**config.mk**
```make
export PLATFORM = sky130hd
export DESIGN_NAME = voice_allocator
export DESIGN_NICKNAME = d
export VERILOG_FILES = /design/src/rtl/voice_allocator.sv
export SDC_FILE = /design/constraint.sdc
export NUM_CORES = 1
export LEC_CHECK = 0
export ABC_CLOCK_PERIOD_IN_PS = 2009
export CAP_MARGIN = 5
export CORE_UTILIZATION = 45
export DETAILED_ROUTE_END_ITERATION = 6
export PLACE_DENSITY = 0.77
export SYNTH_ARGS = -nofsm -noshare
export SYNTH_HDL_FRONTEND = slang
export SYNTH_SLANG_ARGS = --single-unit
```
**constraint.sdc**
```tcl
create_clock -name ctl_clk -period 2.01 [get_ports ctl_clk]
set_clock_uncertainty 0.05 [all_clocks]
set_input_delay 0.402 -clock ctl_clk [delete_from_list [all_inputs] [get_ports ctl_clk]]
set_output_delay 0.402 -clock ctl_clk [all_outputs]
set_load 0.01 [all_outputs]
```
**src/rtl/voice_allocator.sv**
```systemverilog
// Polyphonic voice allocator: maps note-on/off events onto synth units,
// preferring free, then releasing units, and stealing round-robin when all are held.
module voice_allocator #(
  parameter int NUM_UNITS     = 4,
  parameter int FREQ_WIDTH    = 16,
  parameter int NOTE_WIDTH    = 7,
  parameter int RETRIG_CYCLES = 4
) (
  input  logic                            ctl_clk,
  input  logic                            ctl_rst,
  input  logic                            ev_valid,
  output logic                            ev_ready,
  input  logic                            ev_note_on,
  input  logic [NOTE_WIDTH-1:0]           ev_note,
  input  logic [FREQ_WIDTH-1:0]           ev_freq,
  input  logic [NUM_UNITS-1:0]            ch_in_use,
  output logic [FREQ_WIDTH*NUM_UNITS-1:0] vco_freq_out,
  output logic [NUM_UNITS-1:0]            trigger,
  output logic [15:0]                     steal_cnt
);

  localparam int SELW = $clog2(NUM_UNITS);
  localparam int CNTW = $clog2(RETRIG_CYCLES) + 1;

  typedef enum logic [1:0] {IDLE, LOOKUP, GAP, APPLY} state_t;

  state_t                r_state;
  state_t                w_nextState;
  logic                  r_ready;
  logic [FREQ_WIDTH-1:0] r_freq [NUM_UNITS];
  logic [NOTE_WIDTH-1:0] r_note [NUM_UNITS];
  logic [NUM_UNITS-1:0]  r_trig;
  logic [SELW-1:0]       r_stealPtr;
  logic [15:0]           r_stealCnt;
  logic [SELW-1:0]       r_sel;
  logic [CNTW-1:0]       r_gapCnt;
  logic                  r_evNoteOn;
  logic [NOTE_WIDTH-1:0] r_evNote;
  logic [FREQ_WIDTH-1:0] r_evFreq;

  logic                  w_accept;
  logic                  w_heldHit, w_freeHit, w_relHit;
  logic [SELW-1:0]       w_heldIdx, w_freeIdx, w_relIdx;

  assign w_accept  = ev_valid && r_ready;
  assign ev_ready  = r_ready;
  assign trigger   = r_trig;
  assign steal_cnt = r_stealCnt;

  for (genvar g = 0; g < NUM_UNITS; g++) begin : g_pack
    assign vco_freq_out[FREQ_WIDTH*(g+1)-1 -: FREQ_WIDTH] = r_freq[g];
  end

  // Descending scan so the lowest matching unit index is the one kept.
  always_comb begin
    w_heldHit = 1'b0;
    w_freeHit = 1'b0;
    w_relHit  = 1'b0;
    w_heldIdx = '0;
    w_freeIdx = '0;
    w_relIdx  = '0;
    for (int i = NUM_UNITS - 1; i >= 0; i--) begin
      if (r_trig[i] && (r_note[i] == r_evNote)) begin
        w_heldHit = 1'b1;
        w_heldIdx = SELW'(i);
      end
      if (!r_trig[i] && !ch_in_use[i]) begin
        w_freeHit = 1'b1;
        w_freeIdx = SELW'(i);
      end
      if (!r_trig[i] && ch_in_use[i]) begin
        w_relHit = 1'b1;
        w_relIdx = SELW'(i);
      end
    end
  end

  always_comb begin
    w_nextState = r_state;
    case (r_state)
      IDLE:    if (w_accept) w_nextState = LOOKUP;
      LOOKUP: begin
        if (!r_evNoteOn)               w_nextState = IDLE;
        else if (w_heldHit)            w_nextState = GAP;
        else if (w_freeHit || w_relHit) w_nextState = APPLY;
        else                           w_nextState = GAP;
      end
      GAP:     if (r_gapCnt == '0) w_nextState = APPLY;
      APPLY:   w_nextState = IDLE;
      default: w_nextState = IDLE;
    endcase
  end

  // ev_ready is registered so it stays low through reset and rises the cycle after.
  always_ff @(posedge ctl_clk) begin
    if (ctl_rst) begin
      r_state <= IDLE;
      r_ready <= 1'b0;
    end else begin
      r_state <= w_nextState;
      r_ready <= (w_nextState == IDLE);
    end
  end

  always_ff @(posedge ctl_clk) begin
    if (ctl_rst) begin
      for (int i = 0; i < NUM_UNITS; i++) begin
        r_freq[i] <= '0;
        r_note[i] <= '0;
      end
      r_trig     <= '0;
      r_stealPtr <= '0;
      r_stealCnt <= '0;
      r_sel      <= '0;
      r_gapCnt   <= '0;
      r_evNoteOn <= 1'b0;
      r_evNote   <= '0;
      r_evFreq   <= '0;
    end else begin
      case (r_state)
        IDLE: begin
          if (w_accept) begin
            r_evNoteOn <= ev_note_on;
            r_evNote   <= ev_note;
            r_evFreq   <= ev_freq;
          end
        end
        LOOKUP: begin
          if (!r_evNoteOn) begin
            if (w_heldHit) r_trig[w_heldIdx] <= 1'b0;
          end else if (w_heldHit) begin
            r_sel             <= w_heldIdx;
            r_trig[w_heldIdx] <= 1'b0;
            r_gapCnt          <= CNTW'(RETRIG_CYCLES - 1);
          end else if (w_freeHit) begin
            r_sel <= w_freeIdx;
          end else if (w_relHit) begin
            r_sel <= w_relIdx;
          end else begin
            r_sel              <= r_stealPtr;
            r_trig[r_stealPtr] <= 1'b0;
            r_stealCnt         <= r_stealCnt + 16'd1;
            r_gapCnt           <= CNTW'(RETRIG_CYCLES - 1);
          end
        end
        GAP: begin
          if (r_gapCnt != '0) r_gapCnt <= r_gapCnt - 1'b1;
        end
        APPLY: begin
          r_freq[r_sel] <= r_evFreq;
          r_note[r_sel] <= r_evNote;
          r_trig[r_sel] <= 1'b1;
          if (r_sel == SELW'(NUM_UNITS - 1)) r_stealPtr <= '0;
          else                               r_stealPtr <= r_sel + 1'b1;
        end
        default: ;
      endcase
    end
  end

endmodule

```
## Yosys cells after proc, flatten, opt, wreduce, memory -nomap -nowiden

Memories as Yosys holds them, arrays and structs flattened.
Index checks and enable logic that the tools add are counted.

- Input bits: 31
- Word-level logic and storage cells: 143
- Latch bits: 0
- Output and inout port bits: 85
- Memories kept: 2
- Bits in read-only memories: 0
- Bits in writable memories: 92
- Flip-flop bits (word level): 54

Memories:

| name | depth | width | read ports | clocked after Yosys merged registers in | write ports | line | source |
|---|---|---|---|---|---|---|---|
| r_freq | 4 | 16 | 4 | 0 | 4 | 30 | `logic [FREQ_WIDTH-1:0] r_freq [NUM_UNITS];` |
| r_note | 4 | 7 | 4 | 0 | 4 | 31 | `logic [NOTE_WIDTH-1:0] r_note [NUM_UNITS];` |

- Shift-type cells: 0
- Magnitude comparators: 6
- $add $sub $neg: 3
- Equality and inequality tests: 13
- Mux-type cells: 63
- Div/mod/pow operators: 0
- Multipliers: 0
- Reduce and logical (&&, ||, !) cells: 38
- Bitwise operators: 8

Operators with widths:

| operator | number |
|---|---|
| 2-bit two-way mux | 21 |
| 7-bit == test | 4 |
| 1-bit two-way mux | 24 |
| 4-bit two-way mux | 5 |
| 16-bit by 1-bit adder with 16-bit output (second input constant) | 1 |
| 1-bit logical AND | 16 |
| 16-bit two-way mux | 1 |
| 16-bit OR reduction | 1 |
| 3-bit two-way mux | 5 |
| 5-bit AND reduction | 2 |
| 2-bit by 3-bit less-than comparator with 1-bit output (second input constant) | 3 |
| 3-bit != test (second input constant) | 3 |
| 4-bit bitwise AND | 2 |
| 1-bit logical NOT | 8 |
| 4-bit NOT | 2 |
| 2-bit case mux with 4 select lines | 1 |
| 4-bit case mux with 2 select lines | 1 |
| 7-bit two-way mux | 1 |
| 7-bit OR reduction | 1 |
| 1-bit demux with 2-bit select | 3 |
| 2-bit == test (second input constant) | 3 |
| 2-bit by 1-bit greater-or-equal comparator with 1-bit output (second input constant) | 3 |
| 3-bit case mux with 2 select lines | 1 |
| 2-bit logical NOT | 2 |
| other kinds (12) | 17 |

## Logic depth before layout (Yosys ltp)

Gate-level depths: netlist of run 1.
An unclocked memory read counts as a cell.

- Depth after elaboration: 16
- Depth in mapped cells: 9
- Mapped depth without buffers: 7

## Least setup slack after synthesis of run 1

OpenSTA, ideal clock, no wires.

- Kind: register -> register
- From: reg r_evNote[2]
- To: reg r_stealCnt[10] (netlist: steal_cnt[10])
- Data required time: 1.837 ns
- Clock period less this slack: 2.172 ns
- Data arrival time: 1.998 ns
- Stages on the path, launching flop included: 9
- Slack: -0.162 ns
- Library setup time: 0.123 ns
- Path buffers: 2
- Cells stage by stage: dfxtp_1 buf_6 xnor2_1 nand4_1 nor2_2 or4_4 buf_6 nor4b_1 mux2_1

- Cells in the longest elaborated chain, start to end: 8
- Elaborated cells between the ends (all ways): 14
- Those cells by class: 4 x eq/ne; 4 x mux; 1 x bitwise; 5 x reduce/logical

RTL lines:

| element | line | source |
|---|---|---|
| from (decl) | 38 | `logic [NOTE_WIDTH-1:0] r_evNote;` |
| from (signal assigned) | 124 | `r_evNote <= ev_note;` |
| 7-bit == test | 63 | `if (r_trig[i] && (r_note[i] == r_evNote)) begin` |
| 1-bit logical AND | 63 |  |
| 1-bit two-way mux (3 in a row) | 63 |  |
| 1-bit two-way mux * | 63 |  |
| 1-bit NOT (no source line) * | n/a |  |
| 5-bit AND reduction (no source line) * | n/a |  |
| to (signal assigned) | 142 | `r_stealCnt <= r_stealCnt + 16'd1;` |
| to (decl) | 34 | `logic [15:0] r_stealCnt;` |

Every way passes the cells marked *; elsewhere a longest branch is shown, timed or not.
A chain may end at the register's enable or synchronous reset.

==> results of run 1 <==
==> path summary, 6_finish.rpt <==
check,startpoint,endpoint,slack [ns]
max reg2reg,r_note[0][5]$_SDFFCE_PN0P_,steal_cnt[5]$_SDFFE_PP0P_,-0.17
min reg2reg,r_evFreq[11]$_SDFFE_PP0P_,r_evFreq[11]$_SDFFE_PP0P_,0.43
max,r_note[0][5]$_SDFFCE_PN0P_,steal_cnt[5]$_SDFFE_PP0P_,-0.17
min,ctl_rst,r_evNote[4]$_SDFFE_PP0P_,0.31
==> report_power, final <==
group | leakage (µW) | switching [µW] | total [µW] | internal [µW]
Clock | 0.000257 | 1210 | 2910 | 1700
Combinational | 0.00152 | 215 | 445 | 231
Sequential | 0.00139 | 58.6 | 3330 | 3270
==> through the flow <==
stage	area (µm²)	hold WS [ns]	setup slack (ns)	TNS, ns
floorplan	6410	0.398	-0.120	-0.886
global placement	7990	0.415	-0.228	-1.75
detailed placement	7990	0.423	-0.303	-2.72
CTS	8660	0.293	-0.198	-1.88
global route	8700	0.316	-0.240	-2.79
finish	8700	0.310	-0.171	-1.72
==> registers in the layout (all words and copies together) (netlist names), 3 cells and up <==
| register | flops |
|---|---|
| r_evNote | 7 |
| r_gapCnt | 3 |
| trigger | 4 |
| r_evFreq | 16 |
| steal_cnt | 16 |
| r_note | 28 |
| r_freq | 64 |
==> synthesized netlist by cell type (4+ instances only) <==
| library cell | count |
|---|---|
| sky130_fd_sc_hd__nor4_1 | 4 |
| sky130_fd_sc_hd__edfxtp_1 | 92 |
| sky130_fd_sc_hd__xnor2_1 | 28 |
| sky130_fd_sc_hd__and4_1 | 4 |
| sky130_fd_sc_hd__nand3_1 | 7 |
| sky130_fd_sc_hd__o21ai_0 | 7 |
| sky130_fd_sc_hd__ha_1 | 7 |
| sky130_fd_sc_hd__a21oi_1 | 37 |
| sky130_fd_sc_hd__nor3_1 | 13 |
| sky130_fd_sc_hd__nand2b_1 | 4 |
| sky130_fd_sc_hd__or3_1 | 4 |
| sky130_fd_sc_hd__dfxtp_1 | 54 |
| sky130_fd_sc_hd__mux2_2 | 6 |
| sky130_fd_sc_hd__or2_2 | 5 |
| sky130_fd_sc_hd__clkbuf_1 | 19 |
| sky130_fd_sc_hd__inv_1 | 7 |
| sky130_fd_sc_hd__nor2b_1 | 16 |
| sky130_fd_sc_hd__mux2_1 | 7 |
| sky130_fd_sc_hd__a211oi_1 | 5 |
| sky130_fd_sc_hd__and2_1 | 95 |
| sky130_fd_sc_hd__nand2_1 | 70 |
| sky130_fd_sc_hd__nor2_1 | 25 |
| sky130_fd_sc_hd__nand4_1 | 12 |
| sky130_fd_sc_hd__buf_6 | 8 |
==> kinds of logic after synthesis <==
group | Yosys count
AOI/OAI and AO/OA | 67
xor gates and xnor gates | 28
adders and majority gates | 7
buffers and inverters | 37
DFF | 146
muxes | 13
and+or+nand+nor | 269
==> layer usage <==
layer  part of all wire  track usage
met3              0.063       0.0564
met2               0.50        0.384
met4              0.020       0.0949
met1               0.41        0.275
met5                  0            0
==> what timing repair did <==
item                                   in CTS  in global routing
gates resized for setup                    19                 13
setup endpoints to repair                  18                 23
pin swaps                                   9                  6
endpoints found under the hold margin       0                  0
setup buffers                               5                  0
==> layout make-up <==
type,count,area [µm²]
Clock buffer,20,437
Clock inverter,12,110
Inverter,7,26.3
Multi-Input combinational cell,384,2480
Timing Repair Buffer,160,1570
Tap cell,180,225
Fill cell,1041,5130
Sequential cell,146,3860
==> results.txt, run 1 <==
The run finished, with violations left. The final reports fail on negative setup slack. The total instance count after detailed placement is 872. The worst voltage drop across the vdd grid came out at 0.456 mV.

For this run, the number of standard cells in the final layout without fillers is 909. In this run the deepest clock path goes through 2 buffers. The total setup violations reported at the end of the flow is 13. The post-layout utilization of the core came out at 0.629. Summed over all cells, the static leakage comes to 0.00317 µW. The worst-margin pin slew came out at 0.555 ns. The fraction of final layout cells sized beyond drive strength 1 came out at 0.169. The final critical-path share of the clock period came out at 1.09.

Measured along the y axis, the die boundary spans 121 µm. The width of the die came out at 121 µm. The logic depth of the worst path, buffers included is 7. The area growth from synthesis to layout is 36.4%. STA classifies the critical path startpoint as a register. The library cell contributing the largest single delay on the critical path is sky130_fd_sc_hd__or4_4.

The xor/xnor share of the synthesized area is 0.0385. The number of nets handed over by synthesis was 605. In the global route stage, overall resource usage came out at 0.227. The number of warnings reported in the yosys synthesis log came out at 0. The detailed-route DRC error count came out at 0. The critical path goes through xnor2_1, nand4_1, nor2_2, or4_4, buf_4, nor3_2, mux2_2. The number of enable-type register cells in the synthesized netlist came out at 92. The via count of the first global-routing pass is 4780. The worst hold path passes through 2 cells. After layout, the minimum clock period comes to 2.18 ns. Buffers inserted to repair hold after CTS numbered 0.

The fraction of registers with async set or reset after synthesis came out at 0. The number of max-slew violations in the final report came out at 0. Synthesis instantiated 45 different standard cells from the library. The boundary pin count is 116. The category of the worst setup path capture point is a register. Dividing the detail-routed via count by the number of cells gives 5.31.

The number of cells on the worst reg-to-reg path is 7. The overall power came out at 6680 µW. At the end of routability-driven placement, the weighted congestion stood at 0.908. Of the total synthesized cell area, the portion taken by full adders, half adders and majority gates is 0.0137. Setup repair after global routing could not meet its margin everywhere.

The aggregate routed wire length is 15.5 mm. The cell area power density is 768 nW/µm². The delay of the slowest critical-path stage came out at 0.55 ns. The mean instance size in the synthesized netlist came out at 11.2 µm². In this run the number of H-tree levels came out at 4. The combinational family with the most area after synthesis is simple AND/OR/NAND/NOR gates. The maximum fanout count along the critical path came out at 7.

The initial antenna violation count is 0. The number of buffers created by CTS came out at 17. sky130_fd_sc_hd__edfxtp_1 takes more of the synthesized area than any other cell.

In the layout the commonest cells are sky130_fd_sc_hd__clkdlybuf4s50_1, sky130_fd_sc_hd__and2_1, sky130_fd_sc_hd__edfxtp_1, sky130_fd_sc_hd__nand2_1, sky130_fd_sc_hd__dfxtp_1. The floorplan core area came out at 13800 µm². The class of the tightest hold or removal check is in2reg.

The HPWL after detailed placement is 10.3 mm. The area fraction in compound gates after synthesis came out at 0.0630. The post-synthesis cell count is 567. The final number of hold-violating endpoints is 0.

The aggregate global routing overflow came out at 0. The sequential-to-total area share from yosys stat came out at 0.603. Leaving out fill and tap cells, the most frequent cell in the layout is sky130_fd_sc_hd__clkdlybuf4s50_1. TritonCTS built the clock tree. The worst-skew pair later-pin latency is 0.42 ns.

Clock tree synthesis selected as its root buffer the cell sky130_fd_sc_hd__clkbuf_16. The TritonCTS sink count came out at 146. The total number of placement rows came out at 43. For this block, the initial DRC count from the detailed router was 389. The number of iterations in the first detailed-routing pass is 5. The total die area came out at 14600 µm². The number of diodes came out at 0. The share of synthesized cell area in and, or, nand and nor gates is 0.227. The detail route stage leaves a number of antenna-violating nets equal to 0. Measured against its own limit, the worst slew margin works out to 0.629. Together, buffers and inverters on the worst path number 1. The worst path required time is 2.27 ns. Entering global routing, the biggest net connects 49 pins. In this run the cell area of the synthesized design comes to 6380 µm². The initial utilization of the core area, before any placement, comes to 0.461. After layout, the worst setup slack is -0.171 ns. The most used flip-flop cell after synthesis is sky130_fd_sc_hd__edfxtp_1. The worst path arrival time came out at 2.44 ns. The final-stage net count came out at 754.

The first global-routing pass estimated 24.7 mm of wire. In this run the tool buffered the top-level ports with 115 buffer cells. The setup path with the least slack is of type reg2reg. The max-capacitance violation count came out at 0. The total number of vias is 4825. In this design, the largest share of critical-path delay is due to simple AND/OR/NAND/NOR gates. The upper clock frequency limit is 459 MHz. The mean routed wirelength per cell came out at 17.1 µm.

The multiplexer area fraction after synthesis is 0.0230. The synthesized design contains 146 register bits. The area share of the leading cell type in the synthesized netlist is 0.433. By area the synthesized netlist is led by sky130_fd_sc_hd__edfxtp_1, sky130_fd_sc_hd__dfxtp_1, sky130_fd_sc_hd__and2_1, sky130_fd_sc_hd__nand2_1, sky130_fd_sc_hd__xnor2_1.

The clock transition at the register clock pins on the worst setup and hold paths after CTS came out at 0.06 ns.
(Power assumes the default switching activity.)
==> inputs of run 2 (changes only) <==
Settings changed: CORE_UTILIZATION 45 to 30, PLACE_DENSITY 0.77 to 0.56.
==> run 2 against run 1 <==
Effect of this change: the run still ends with negative setup slack left; non-clock buffer count up 9; sequential power about the same; sequential cell count unchanged; combinational power up 2%; total power up 0.43%; critical path type unchanged.
==> results.txt, run 2 (synthesis results as in run 1) <==
The flow ran to the end, but the final reports show violations. The final reports fail on negative setup slack. The clock net in this run drives a total of 146 sinks. The register with the most flip-flops in the layout has 64 of them.

The startpoint identified for the worst register-to-register timing path is r_evNote[0]$_SDFFE_PP0P_. In this run the standard cell core region covers 20600 µm². The worst-margin pin slew came out at 0.675 ns.

The wire length of the first global-routing pass came out at 26.0 mm. The max-capacitance violation count came out at 0. IR analysis of the VDD net gives a maximum drop of 0.564 mV. The internal power of the cells came out at 5110 µW. The H-tree generated during clock tree synthesis spans 4 levels.

The library cell used most frequently in the layout, excluding fill and tap cells, is sky130_fd_sc_hd__clkdlybuf4s50_1. The filler cells instantiated in the layout total 1971. The maximum clock insertion buffer count is 2. TritonCTS built the clock tree. The count of nets left with antenna violations once routing finished came out at 0. The aggregate global routing overflow is 0. STA classifies the critical path endpoint as a register. The tree is rooted in a sky130_fd_sc_hd__clkbuf_16. Based on the critical path, the design can be clocked at up to 439 MHz. The die is 148 µm wide. In this run, CTS created clock tree buffers numbering 17. The class of the tightest hold or removal check is in2reg. The post-placement cell area is 8100 µm². The total setup violations reported at the end of the flow came out at 21. The fraction of final layout cells sized beyond drive strength 1 came out at 0.183. The worst reg-to-reg path cell count is 7. The initial antenna violation count came out at 0. The number of max-slew violations in the final report came to 0. The switching fraction of total power came out at 0.239. The leakage power total came out at 0.00325 µW. The delay of the slowest critical-path stage is 0.65 ns. The share of total power dissipated in the clock network is 0.437. The number of diodes is 0. The maximum fanout count along the critical path is 7. The worst setup slack before clock tree synthesis is -0.354 ns. The mean routed wirelength per cell is 16.7 µm. Setup repair after global routing could not meet its margin everywhere. The boundary pin count is 116. The detailed router finished its first iteration with 296 violations. The library cell contributing the largest single delay on the critical path is sky130_fd_sc_hd__or4_4. The top cell types in the final layout, fill and taps aside, are sky130_fd_sc_hd__clkdlybuf4s50_1, sky130_fd_sc_hd__and2_1, sky130_fd_sc_hd__edfxtp_1, sky130_fd_sc_hd__nand2_1, sky130_fd_sc_hd__dfxtp_1.

The area growth from synthesis to layout is 40.5%. r_freq holds more flip-flops than any other register. The floorplan has 52 rows.

In this run the most critical hold path is launched from ctl_rst. The die is 148 µm tall. The detailed-route DRC error count is 0.

For the finished layout, the period the worst path requires is 2.28 ns. The setup slack of the critical path after layout came out at -0.265 ns. The final design instance area without fill is 8960 µm². STA classifies the critical path startpoint as a register. The critical path in this run is classified as reg2reg. The portion of total power attributed to sequential cells is 0.496. The total die area came out at 21800 µm².

The worst path arrival time came out at 2.53 ns. The normalized max-slew margin is 0.550. The final critical-path share of the clock period is 1.13. The post-layout utilization of the core came out at 0.436. In this run the critical register-to-register path is captured at steal_cnt[10]$_SDFFE_PP0P_. The worst path required time came out at 2.26 ns. The total number of vias came out at 4800. The power share of the combinational group is 0.068.

The count of non-filler cells in the finished layout is 1009. Grouping stages by cell kind, the critical path spends the most delay in simple AND/OR/NAND/NOR gates. For the worst-skew pair, the clock arrives at the later sink with an insertion delay of 0.42 ns. The number of buffers and inverters on the critical path is 1. The per-cell via count in the routed design came out at 4.76. The worst hold path was traced through 3 stages.

The effective utilization at floorplan is 0.310. Across all hold checks on the routed design, the worst slack comes to 0.393 ns. During placement, the flow inserted port buffers numbering 115. The final layout contains routed wiring with a total length of 16.9 mm. The quantity of hold-fixing buffers added after cts is 0. The final-stage net count came out at 764. The routability congestion estimate is 0.833.

The final number of hold-violating endpoints was 0. The number of iterations in the first detailed-routing pass came out at 6. The via count of the first global-routing pass came out at 4708. The HPWL after detailed placement is 11.0 mm. The clock transition at the register clock pins on the worst setup and hold paths after CTS came out at 0.06 ns. Across every metal layer, demand over resource in global routing totals 0.159. Traced cell by cell, the critical path runs through buf_4, xnor2_1, nand4_1, nor2_4, or4_4, nor4b_4, mux2_4. For this design the total switching power over the nets is 1610 µW. The maximum number of pins on one net before global-route repair came out at 41.

The largest registers in the layout are r_freq (64), r_note (28). Dividing total power by cell area gives a power density of 749 nW/µm². For hold timing, the worst endpoint is r_evNote[3]$_SDFFE_PP0P_.

Once placement completed, the tool counted placed cells totaling 962. Across all register-to-register paths, the minimum setup slack is -0.27 ns.
## run 2: cell type report
| class | instances | area, µm² | area share |
|---|---|---|---|
| tap | 270 | 338 | 0.0377 |
| timing repair buffer | 169 | 1640 | 0.183 |
| clock inverter | 15 | 119 | 0.0133 |
| inverter | 7 | 26.3 | 0.00293 |
| clock buffer | 17 | 425 | 0.0475 |
| multi-input combinational | 385 | 2550 | 0.285 |
| sequential | 146 | 3860 | 0.431 |
## run 2: how the worst max path moves through the flow
stage,startpoint,endpoint,slack (ns),cells past startpoint
after global routing,r_evNote[0]$_SDFFE_PP0P_,r_state[0]$_SDFF_PP0_,-0.32,8
after detailed placement,r_evNote[5]$_SDFFE_PP0P_,steal_cnt[8]$_SDFFE_PP0P_,-0.35,6
final,r_evNote[0]$_SDFFE_PP0P_,steal_cnt[10]$_SDFFE_PP0P_,-0.27,7
after global placement,r_evNote[6]$_SDFFE_PP0P_,steal_cnt[8]$_SDFFE_PP0P_,-0.26,6
after CTS,r_note[1][0]$_SDFFCE_PN0P_,steal_cnt[9]$_SDFFE_PP0P_,-0.25,7
after floorplan,r_evNote[0]$_SDFFE_PP0P_,steal_cnt[13]$_SDFFE_PP0P_,-0.12,9
## run 2: tightest hold or removal path, delay by kind of cell
kind | cells | cell delay [ns]
AO/OA/AOI/OAI | 1 | 0.06
buffers and inverters | 2 | 0.34
## run 2: routing by layer
layer / track usage / wire length, µm / up-vias
met1: 0.199 / 7550 / 2330
met4: 0.0510 / 232 / 0
met5: 0 / 0 / -
met2: 0.265 / 8180 / 156
met3: 0.0429 / 905 / 19
li1: - / - / 2295
## run 2: power groups by stage
stage,logic [µW],clock network (µW),registers [µW]
2_1_floorplan,184,0,3390
3_3_place_gp,451,0,3390
3_5_place_dp,453,0,3390
4_1_cts,458,2980,3330
5_1_grt,491,3110,3340
6_report,454,2930,3330
## run 2: timing repair
item / in CTS / in global routing
setup buffers: 5 / 8
pin swaps: 13 / 11
setup endpoints to repair: 19 / 25
hold endpoints to repair: 0 / 0
cloned: 1 / 1
gates resized for setup: 28 / 23
## run 2: stage by stage
step / power (µW) / setup TNS (ns)
global placement: 3840 / -1.98
global route: 6940 / -4.65
CTS: 6770 / -3.64
floorplan: 3580 / -0.886
finish: 6710 / -3.34
detailed placement: 3840 / -2.64
==> inputs of run 3 (changes only) <==
Settings changed: GPL_TIMING_DRIVEN set to 0.
==> run 3 against run 2 <==
Effect of this change: the run still ends with negative setup slack left; final cell count shrank 0.40%; setup slack worse by 0.013 ns; combinational power up 4%; critical endpoint is now r_state[0]$_SDFF_PP0_.
==> results.txt, run 3 (synthesis results as in run 1) <==
The run finished, with violations left. The final reports fail on negative setup slack. The count of non-filler cells in the finished layout came out at 1005.

The floorplan core area came out at 20600 µm². Setup violations remaining at the end of the flow were counted as 18. The number of DRC markers in iteration 0 came out at 374.

The total number of vias came out at 4801. The final design instance area without fill came out at 9020 µm². The total track usage came out at 0.164. The fraction of final layout cells sized beyond drive strength 1 is 0.189.

The die height is 148 µm. The number of iterations in the first detailed-routing pass is 5. After detailed routing, the average wire length per cell comes to 17.6 µm. The tree is rooted in a sky130_fd_sc_hd__clkbuf_16. Relative to the synthesized area, the layout overhead comes to 41.4%.

The number of buffers created by CTS is 17. The congestion estimate from routability-driven global placement came to 0.812. The worst setup path is captured at a register. For the worst setup path, the data required time is 2.31 ns. Setup repair after global routing could not meet its margin everywhere. The HPWL after detailed placement is 11.4 mm.

The setup slack of the critical path after layout came out at -0.278 ns. The type of element launching the critical path is a register. The maximum fanout count along the critical path came out at 6. The via count of the first global-routing pass came out at 4722. The TritonCTS sink count is 146.

The upper clock frequency limit is 437 MHz. The worst path arrival time came out at 2.59 ns. The final-stage net count is 760. Ranked by flip-flop count, first place goes to r_freq. The total negative slack is -3.55 ns.

TritonCTS built the clock tree. The maximum level of the CTS H-tree is 4. The detailed-route DRC error count is 0. From left edge to right edge, the die measures 148 µm. The flip-flop count of the largest register after layout came out at 64. The clock reaches the later pin of the worst-skew pair after 0.43 ns. The worst voltage drop across the vdd grid is 0.531 mV. The aggregate global routing overflow is 0. The initial antenna violation count came to 0. After detailed placement, the design holds a cell count of 952. The time the worst path needs with I/O delays and setup came out at 2.29 ns. In the layout the commonest cells are sky130_fd_sc_hd__clkdlybuf4s50_1, sky130_fd_sc_hd__and2_1, sky130_fd_sc_hd__edfxtp_1, sky130_fd_sc_hd__nand2_1, sky130_fd_sc_hd__dfxtp_1. The number of fill cells came out at 1913. By startpoint and endpoint, the worst setup path is classified as reg2reg.

The post-layout utilization of the core is 0.439. Leaving out fill and tap cells, the most frequent cell in the layout is sky130_fd_sc_hd__clkdlybuf4s50_1. The effective utilization at floorplan came out at 0.310. For this design the top-level I/O count stands at 116. The floorplan has 52 rows.

The number of max-slew violations in the final report came to 0. Entering global routing, the biggest net connects 17 pins. 0 antenna diodes ended up in the layout. The aggregate routed wire length came out at 17.7 mm.

Headroom to the max-slew limit came out at 0.638. In this run the deepest clock path goes through 2 buffers. The first global-routing pass estimated 26.6 mm of wire. The overall power came out at 6950 µW. The clock transition at the register clock pins on the worst setup and hold paths after CTS is 0.08 ns.

The class of the tightest hold or removal check is reg2reg. The max-capacitance violation count came out at 0. The die covers 21800 µm².

The per-cell via count in the routed design is 4.78. The worst-margin pin slew came out at 0.543 ns. The leakage power total is 0.00323 µW. Dividing total power by cell area gives a power density of 771 nW/µm².

The final number of hold-violating endpoints is 0. The port buffer count is 115. The final critical-path share of the clock period is 1.14. The placed instances occupy a cell area of 7900 µm². The detail route stage leaves a number of antenna-violating nets equal to 0. In the final layout, the registers with the most flip-flops are r_freq (64), r_note (28).
==> run 3: changes by cell type in the layout (fill, tap and decap cells not counted), sizes merged <==
| cell | before | now |
|---|---|---|
| a31o | 1 | 2 |
| buf | 55 | 27 |
| bufinv | 0 | 1 |
| clkbuf | 17 | 36 |
| clkdlybuf4s50 | 114 | 115 |
| clkinv | 4 | 5 |
| clkinvlp | 3 | 1 |
| or2 | 5 | 8 |
==> run 3: stage by stage <==
step	worst slack, ns	hold slack [ns]
4_1_cts	-0.304	0.438
2_1_floorplan	-0.120	0.398
3_5_place_dp	-1.07	0.429
5_1_grt	-0.333	0.458
3_3_place_gp	-1.06	0.415
6_report	-0.278	0.434
==> run 3: worst paths after layout <==
kind	start	endpoint	slack, ns	cells past startpoint
min reg2reg	r_evFreq[14]$_SDFFE_PP0P_	r_evFreq[14]$_SDFFE_PP0P_	0.43	2
max reg2reg	r_evNote[0]$_SDFFE_PP0P_	r_state[0]$_SDFF_PP0_	-0.28	8
min	r_evFreq[14]$_SDFFE_PP0P_	r_evFreq[14]$_SDFFE_PP0P_	0.43	2
max	r_evNote[0]$_SDFFE_PP0P_	r_state[0]$_SDFF_PP0_	-0.28	8
==> run 3: per-layer routing <==
layer,vias up,routed length [µm],track usage,share of wire
met5,-,0,0,0
met4,0,214,0.0464,0.012
met3,18,1090,0.0383,0.062
met2,153,8590,0.274,0.49
met1,2322,7810,0.211,0.44
li1,2308,-,-,-
==> run 3: what timing repair did <==
| item | CTS | global route |
|---|---|---|
| endpoints found under the setup margin | 218 | 173 |
| resized for setup | 59 | 44 |
| buffers inserted | 13 | 6 |
| pin swaps | 17 | 18 |
| hold buffers | 0 | 0 |
| gates cloned | 6 | 1 |
==> run 3: layout make-up <==
class	count	area (µm²)	share of cell area
Multi-Input combinational cell	389	2700	0.299
Tap cell	270	338	0.0375
Timing Repair Buffer	134	1330	0.147
Clock inverter	15	168	0.0186
Buffer	27	176	0.0196
Inverter	7	26.3	0.00291
Clock buffer	17	425	0.0472
Sequential cell	146	3860	0.428
==> run 3: report_power, final <==
group	leakage [µW]	total [µW]	switching [µW]	internal, µW
Sequential	0.00139	3320	54.9	3260
Combinational	0.00155	472	245	227
Clock	0.000291	3160	1390	1770
Total	0.00323	6950	1690	5260
==> run 3: critical path: stages, from the launching register on <==
cell and delay, ns:
sky130_fd_sc_hd__dfxtp_4 0.39, sky130_fd_sc_hd__buf_6 0.12, sky130_fd_sc_hd__xnor2_2 0.13, sky130_fd_sc_hd__nand4_1 0.11
sky130_fd_sc_hd__nor2_4 0.07, sky130_fd_sc_hd__buf_4 0.15, sky130_fd_sc_hd__or4_4 0.61, sky130_fd_sc_hd__or3_4 0.40
sky130_fd_sc_hd__a31oi_1 0.17
